### config.mk
export PLATFORM = sky130hd
export DESIGN_NAME = root_dispatcher
export DESIGN_NICKNAME = d
export VERILOG_FILES = /design/src/rtl/root_dispatcher.sv
export SDC_FILE = /design/constraint.sdc
export NUM_CORES = 1
export LEC_CHECK = 0
export CAP_MARGIN = 20
export CORE_ASPECT_RATIO = 0.9
export CORE_MARGIN = 2
export CORE_UTILIZATION = 40
export DETAILED_ROUTE_END_ITERATION = 10
export PLACE_DENSITY = 0.66
export SKIP_LAST_GASP = 1
export SYNTH_ARGS = -nofsm -noshare
export SYNTH_HDL_FRONTEND = slang
export SYNTH_SLANG_ARGS = --single-unit
### constraint.sdc
create_clock -name clk -period 4 [get_ports clk]
set_input_delay 0.6 -clock clk [delete_from_list [all_inputs] [get_ports clk]]
set_output_delay 0.6 -clock clk [all_outputs]
set_load 0.1 [all_outputs]
### src/rtl/root_dispatcher.sv
// Request front-end for the nth-root engine: queues tagged requests, launches
// them one at a time and returns tagged results with an error code.
module root_dispatcher #(
    parameter int FIFO_DEPTH     = 4,
    parameter int TIMEOUT_CYCLES = 63
) (
    input  logic        clk,
    input  logic        rst,
    input  logic        req_valid,
    output logic        req_ready,
    input  logic [9:0]  req_radicand,
    input  logic [2:0]  req_degree,
    input  logic [3:0]  req_tag,
    output logic        eng_in_valid,
    output logic [9:0]  eng_in_data_1,
    output logic [2:0]  eng_in_data_2,
    input  logic        eng_out_valid,
    input  logic [19:0] eng_out_data,
    output logic        rsp_valid,
    input  logic        rsp_ready,
    output logic [19:0] rsp_root,
    output logic [3:0]  rsp_tag,
    output logic [1:0]  rsp_err,
    output logic        busy
);
    localparam int AW = $clog2(FIFO_DEPTH);
    localparam int CW = $clog2(TIMEOUT_CYCLES + 1);
    localparam logic [AW:0]   FULL = (AW + 1)'(FIFO_DEPTH);
    localparam logic [CW-1:0] LAST = CW'(TIMEOUT_CYCLES - 1);
    localparam logic [1:0] ERR_OK  = 2'b00;
    localparam logic [1:0] ERR_DEG = 2'b01;
    localparam logic [1:0] ERR_TO  = 2'b10;

    typedef enum logic [2:0] {IDLE, LAUNCH, WAIT, DRAIN, RESP} state_t;

    typedef struct packed {
        logic [3:0] tag;
        logic [2:0] degree;
        logic [9:0] radicand;
    } req_t;

    req_t          mem [FIFO_DEPTH];
    req_t          head;
    logic [AW-1:0] wr_ptr;
    logic [AW-1:0] rd_ptr;
    logic [AW:0]   count;
    logic          push;
    logic          pop;
    logic          empty;
    logic          full;

    state_t        state;
    state_t        state_n;
    logic [CW-1:0] timer;
    logic [CW-1:0] timer_n;
    logic          out_valid_q;
    logic          result_edge;
    logic          legal;
    logic          launch_n;
    logic          rsp_valid_n;
    logic [19:0]   rsp_root_n;
    logic [1:0]    rsp_err_n;

    assign empty       = (count == '0);
    assign full        = (count == FULL);
    assign req_ready   = !full;
    assign push        = req_valid && !full;
    assign head        = mem[rd_ptr];
    assign legal       = (head.degree != 3'd0) && (head.degree <= 3'd5);
    assign result_edge = eng_out_valid && !out_valid_q;
    assign busy        = (state != IDLE) || !empty;

    always_ff @(posedge clk) begin
        if (push) begin
            mem[wr_ptr] <= '{tag: req_tag, degree: req_degree,
                             radicand: req_radicand};
        end
    end

    always_ff @(posedge clk or posedge rst) begin
        if (rst) begin
            wr_ptr <= '0;
            rd_ptr <= '0;
            count  <= '0;
        end else begin
            if (push) wr_ptr <= wr_ptr + 1'b1;
            if (pop)  rd_ptr <= rd_ptr + 1'b1;
            case ({push, pop})
                2'b10:   count <= count + 1'b1;
                2'b01:   count <= count - 1'b1;
                default: count <= count;
            endcase
        end
    end

    always_ff @(posedge clk or posedge rst) begin
        if (rst) state <= IDLE;
        else     state <= state_n;
    end

    always_comb begin
        state_n     = state;
        timer_n     = timer;
        pop         = 1'b0;
        launch_n    = 1'b0;
        rsp_valid_n = rsp_valid;
        rsp_root_n  = rsp_root;
        rsp_err_n   = rsp_err;
        unique case (state)
            IDLE: begin
                if (!empty) begin
                    pop = 1'b1;
                    if (legal) begin
                        state_n  = LAUNCH;
                        launch_n = 1'b1;
                    end else begin
                        state_n     = RESP;
                        rsp_valid_n = 1'b1;
                        rsp_root_n  = '0;
                        rsp_err_n   = ERR_DEG;
                    end
                end
            end
            LAUNCH: begin
                state_n = WAIT;
                timer_n = '0;
            end
            WAIT: begin
                timer_n = timer + 1'b1;
                // A result arriving on the last allowed cycle beats the timeout
                if (result_edge) begin
                    state_n    = DRAIN;
                    rsp_root_n = eng_out_data;
                    rsp_err_n  = ERR_OK;
                end else if (timer == LAST) begin
                    state_n     = RESP;
                    rsp_valid_n = 1'b1;
                    rsp_root_n  = '0;
                    rsp_err_n   = ERR_TO;
                end
            end
            DRAIN: begin
                if (!eng_out_valid) begin
                    state_n     = RESP;
                    rsp_valid_n = 1'b1;
                end
            end
            RESP: begin
                if (rsp_ready) begin
                    state_n     = IDLE;
                    rsp_valid_n = 1'b0;
                end
            end
            default: state_n = IDLE;
        endcase
    end

    // Engine operands stay put until the next pop; the engine reads them late
    always_ff @(posedge clk or posedge rst) begin
        if (rst) begin
            timer         <= '0;
            out_valid_q   <= 1'b0;
            eng_in_valid  <= 1'b0;
            eng_in_data_1 <= '0;
            eng_in_data_2 <= '0;
            rsp_valid     <= 1'b0;
            rsp_root      <= '0;
            rsp_tag       <= '0;
            rsp_err       <= '0;
        end else begin
            timer        <= timer_n;
            out_valid_q  <= eng_out_valid;
            eng_in_valid <= launch_n;
            rsp_valid    <= rsp_valid_n;
            rsp_root     <= rsp_root_n;
            rsp_err      <= rsp_err_n;
            if (pop) begin
                eng_in_data_1 <= head.radicand;
                eng_in_data_2 <= head.degree;
                rsp_tag       <= head.tag;
            end
        end
    end

endmodule

==> impl_metrics.json <==
{
  "io_buffer_count": 84,
  "grt_pass1_wl_microns": 16400,
  "rsz0062_at_grt": "no",
  "grt_usage": 0.161,
  "rows": 39,
  "max_clock_freq_mhz": 319,
  "cp_cell_sequence": "nor2_1 > nand3_1 > clkdlybuf4s50_1",
  "synth.area.top_cells": "edfxtp_1 (40%), dfrtp_1 (29%), nand2_1 (4.8%)",
  "start_util": 0.405,
  "period_minus_slack_ns": 3.13,
  "setup_viol": 0,
  "syn_to_final_growth_pct": 30.1,
  "ys_async_sr_fraction": 0.460,
  "clk_pin_slew_ns": 0.06,
  "slowest_delay_ns": 1.14,
  "drive_gt1_frac": 0.108,
  "fin_skew_ns": 0.00892,
  "finalCritPeriodShare": 0.783,
  "syn_area_per_cell_sq_um": 14.8,
  "worstPathMaxFanout": 20,
  "crit_arrival_ns": 2.53,
  "synth_flop_cell": "edfxtp_1",
  "antenna_found_initial": 0,
  "cts.sinks": 126,
  "synth_seq_cells": 126,
  "cts-root-buf": "clkbuf_16",
  "clk-insertion-delay-late_ns": 0.41,
  "ys_seq_area_frac": 0.689,
  "die_w_microns": 123,
  "diodes": 0,
  "cts_hold_buf": 0,
  "clockBufferDepth": 2,
  "synth-warning-count": 0,
  "outcome": "completed",
  "die_h_microns": 111,
  "yosys.area.top_type": "edfxtp_1",
  "worstSetupEndpointType": "primary output",
  "drtPass1Iterations": 4,
  "cp_slowest_cell": "clkdlybuf4s50_1",
  "yosys-top-cells-count": "edfxtp_1 (68), nand2_1 (65), dfrtp_1 (58)",
  "hold_path_class": "reg -> reg",
  "grt_max_degree": 41,
  "drc": 0,
  "cts_made_buffers": 17,
  "synth-edff-count": 68,
  "drt_iter0_drc": 204,
  "slew_headroom": 0.318,
  "synth_top_cell_area_share": 0.402,
  "globalplace.congestion": 0.851,
  "die_area_sq_um": 13600,
  "worst_pin_slew_ns": 1.02,
  "num_vias": 3166,
  "nNetsFinal": 481,
  "syn_area_sq_um": 5070,
  "slew_violations": 0,
  "cts_setup_buffers": 0,
  "fin_tns_setup_ns": 0,
  "post-dp-hpwl_microns": 6620,
  "drv_cap": 0,
  "core_sq_um": 12500,
  "synth_cell_type_count": 43,
  "ioPinCount": 85,
  "post_drt_wl_per_cell_microns": 17.4,
  "netlist_instances": 343,
  "mappedNetlistNets": 393,
  "cts_max_level": 4,
  "yosysMostFrequentCell": "edfxtp_1",
  "cts_resized": 0,
  "crit_required_ns": 3.40,
  "wirelength_microns": 10600,
  "final_antenna_net_count": 0,
  "grt_pass1_vias": 3178,
  "worstSetupStartpointType": "flop",
  "crit_type": "reg -> out",
  "cts_tree": "done",
  "vias_per_cell": 5.21,
  "hold_violations": 0,
  "grt_overflow_total": 0
}
worst max-delay path, delay by kind of cell, from the launching register on:
family / cells / cell delay (ns)
AND/OR/NAND/NOR: 2 / 0.32
flip-flops: 1 / 0.66
buffers and inverters: 1 / 1.14
routing by layer:
| metal | track usage | vias to the layer above | share of wire |
|---|---|---|---|
| met4 | 0.0467 | 0 | 0.0079 |
| met2 | 0.260 | 105 | 0.49 |
| met5 | 0 | - | 0 |
| li1 | - | 1464 | - |
| met3 | 0.0514 | 12 | 0.064 |
| met1 | 0.208 | 1585 | 0.44 |
state kept, by name, indices dropped and copies added, names as in the netlist:
name	count
mem	68
rsp_root	20
eng_in_data_1	10
timer	6
rsp_tag	4
count	3
eng_in_data_2	3
state	3
rd_ptr	2
rsp_err	2
wr_ptr	2
eng_in_valid	1
out_valid_q	1
rsp_valid	1
placed cells by master, fill, tap and decap left out, types with 2 or more instances in the layout:
cell type / n
o21ai_0: 11
clkinv_2: 5
clkdlybuf4s50_1: 84
nor2_1: 7
xor2_1: 2
a21oi_1: 11
clkinv_4: 3
ha_1: 7
a211oi_1: 2
mux4_1: 7
mux4_2: 10
and4_1: 2
xnor2_1: 4
nand2b_1: 2
nor3_1: 5
buf_4: 3
inv_1: 9
clkbuf_16: 17
clkinvlp_4: 3
edfxtp_1: 68
nand3_1: 4
and3_1: 6
dfrtp_1: 58
a32o_1: 20
nor2b_1: 2
nand2_1: 65
inv_6: 2
a21o_1: 3
worst paths after layout:
check,start,to,slack [ns],cells past startpoint
worst max-delay path,state[0],busy,0.87,3
worst min-delay path,eng_in_data_1[5],eng_in_data_1[5],0.48,2
worst max register to register,state[0],count[2],0.98,10
worst min register to register,eng_in_data_1[5],eng_in_data_1[5],0.48,2
max in group asynchronous,rst,rsp_root[17],2.58,3
min in group asynchronous,rst,eng_in_data_1[2],0.51,2
final cells by class:
type                    instances  area [sq um]
clock buffers                  18           429
repair buffers                 87           863
inverters                      11          41.3
multi-input cells             188          1450
flip-flops and latches        126          3490
well taps                     164           205
fillers                      1006          5940
clock inverters                14           121
stage by stage:
step	utilization	setup slack, ns	instance area [sq um]	hold WS [ns]	instances
3_5_place_dp	0.483	0.996	6050	0.461	576
2_1_floorplan	-	1.19	5070	0.460	343
4_1_cts	0.526	0.865	6600	0.487	608
3_3_place_gp	0.483	1.06	6050	0.462	576
6_report	0.526	0.868	6600	0.478	608
5_1_grt	0.526	0.706	6600	0.497	608
kinds of logic after synthesis:
| kind of cell | share of synthesized area |
|---|---|
| multiplexers | 0.0848 |
| adder cells (fa/ha/maj) | 0.0212 |
| AND/OR/NAND/NOR | 0.0866 |
| XOR/XNOR | 0.0104 |
| flip-flops | 0.689 |
| buffers and inverters | 0.0259 |
| AO/OA/AOI/OAI | 0.0826 |
Power is left out: the tool's default activity adds up to more than one toggle a clock period on the data nets, which glitch-free logic cannot reach.
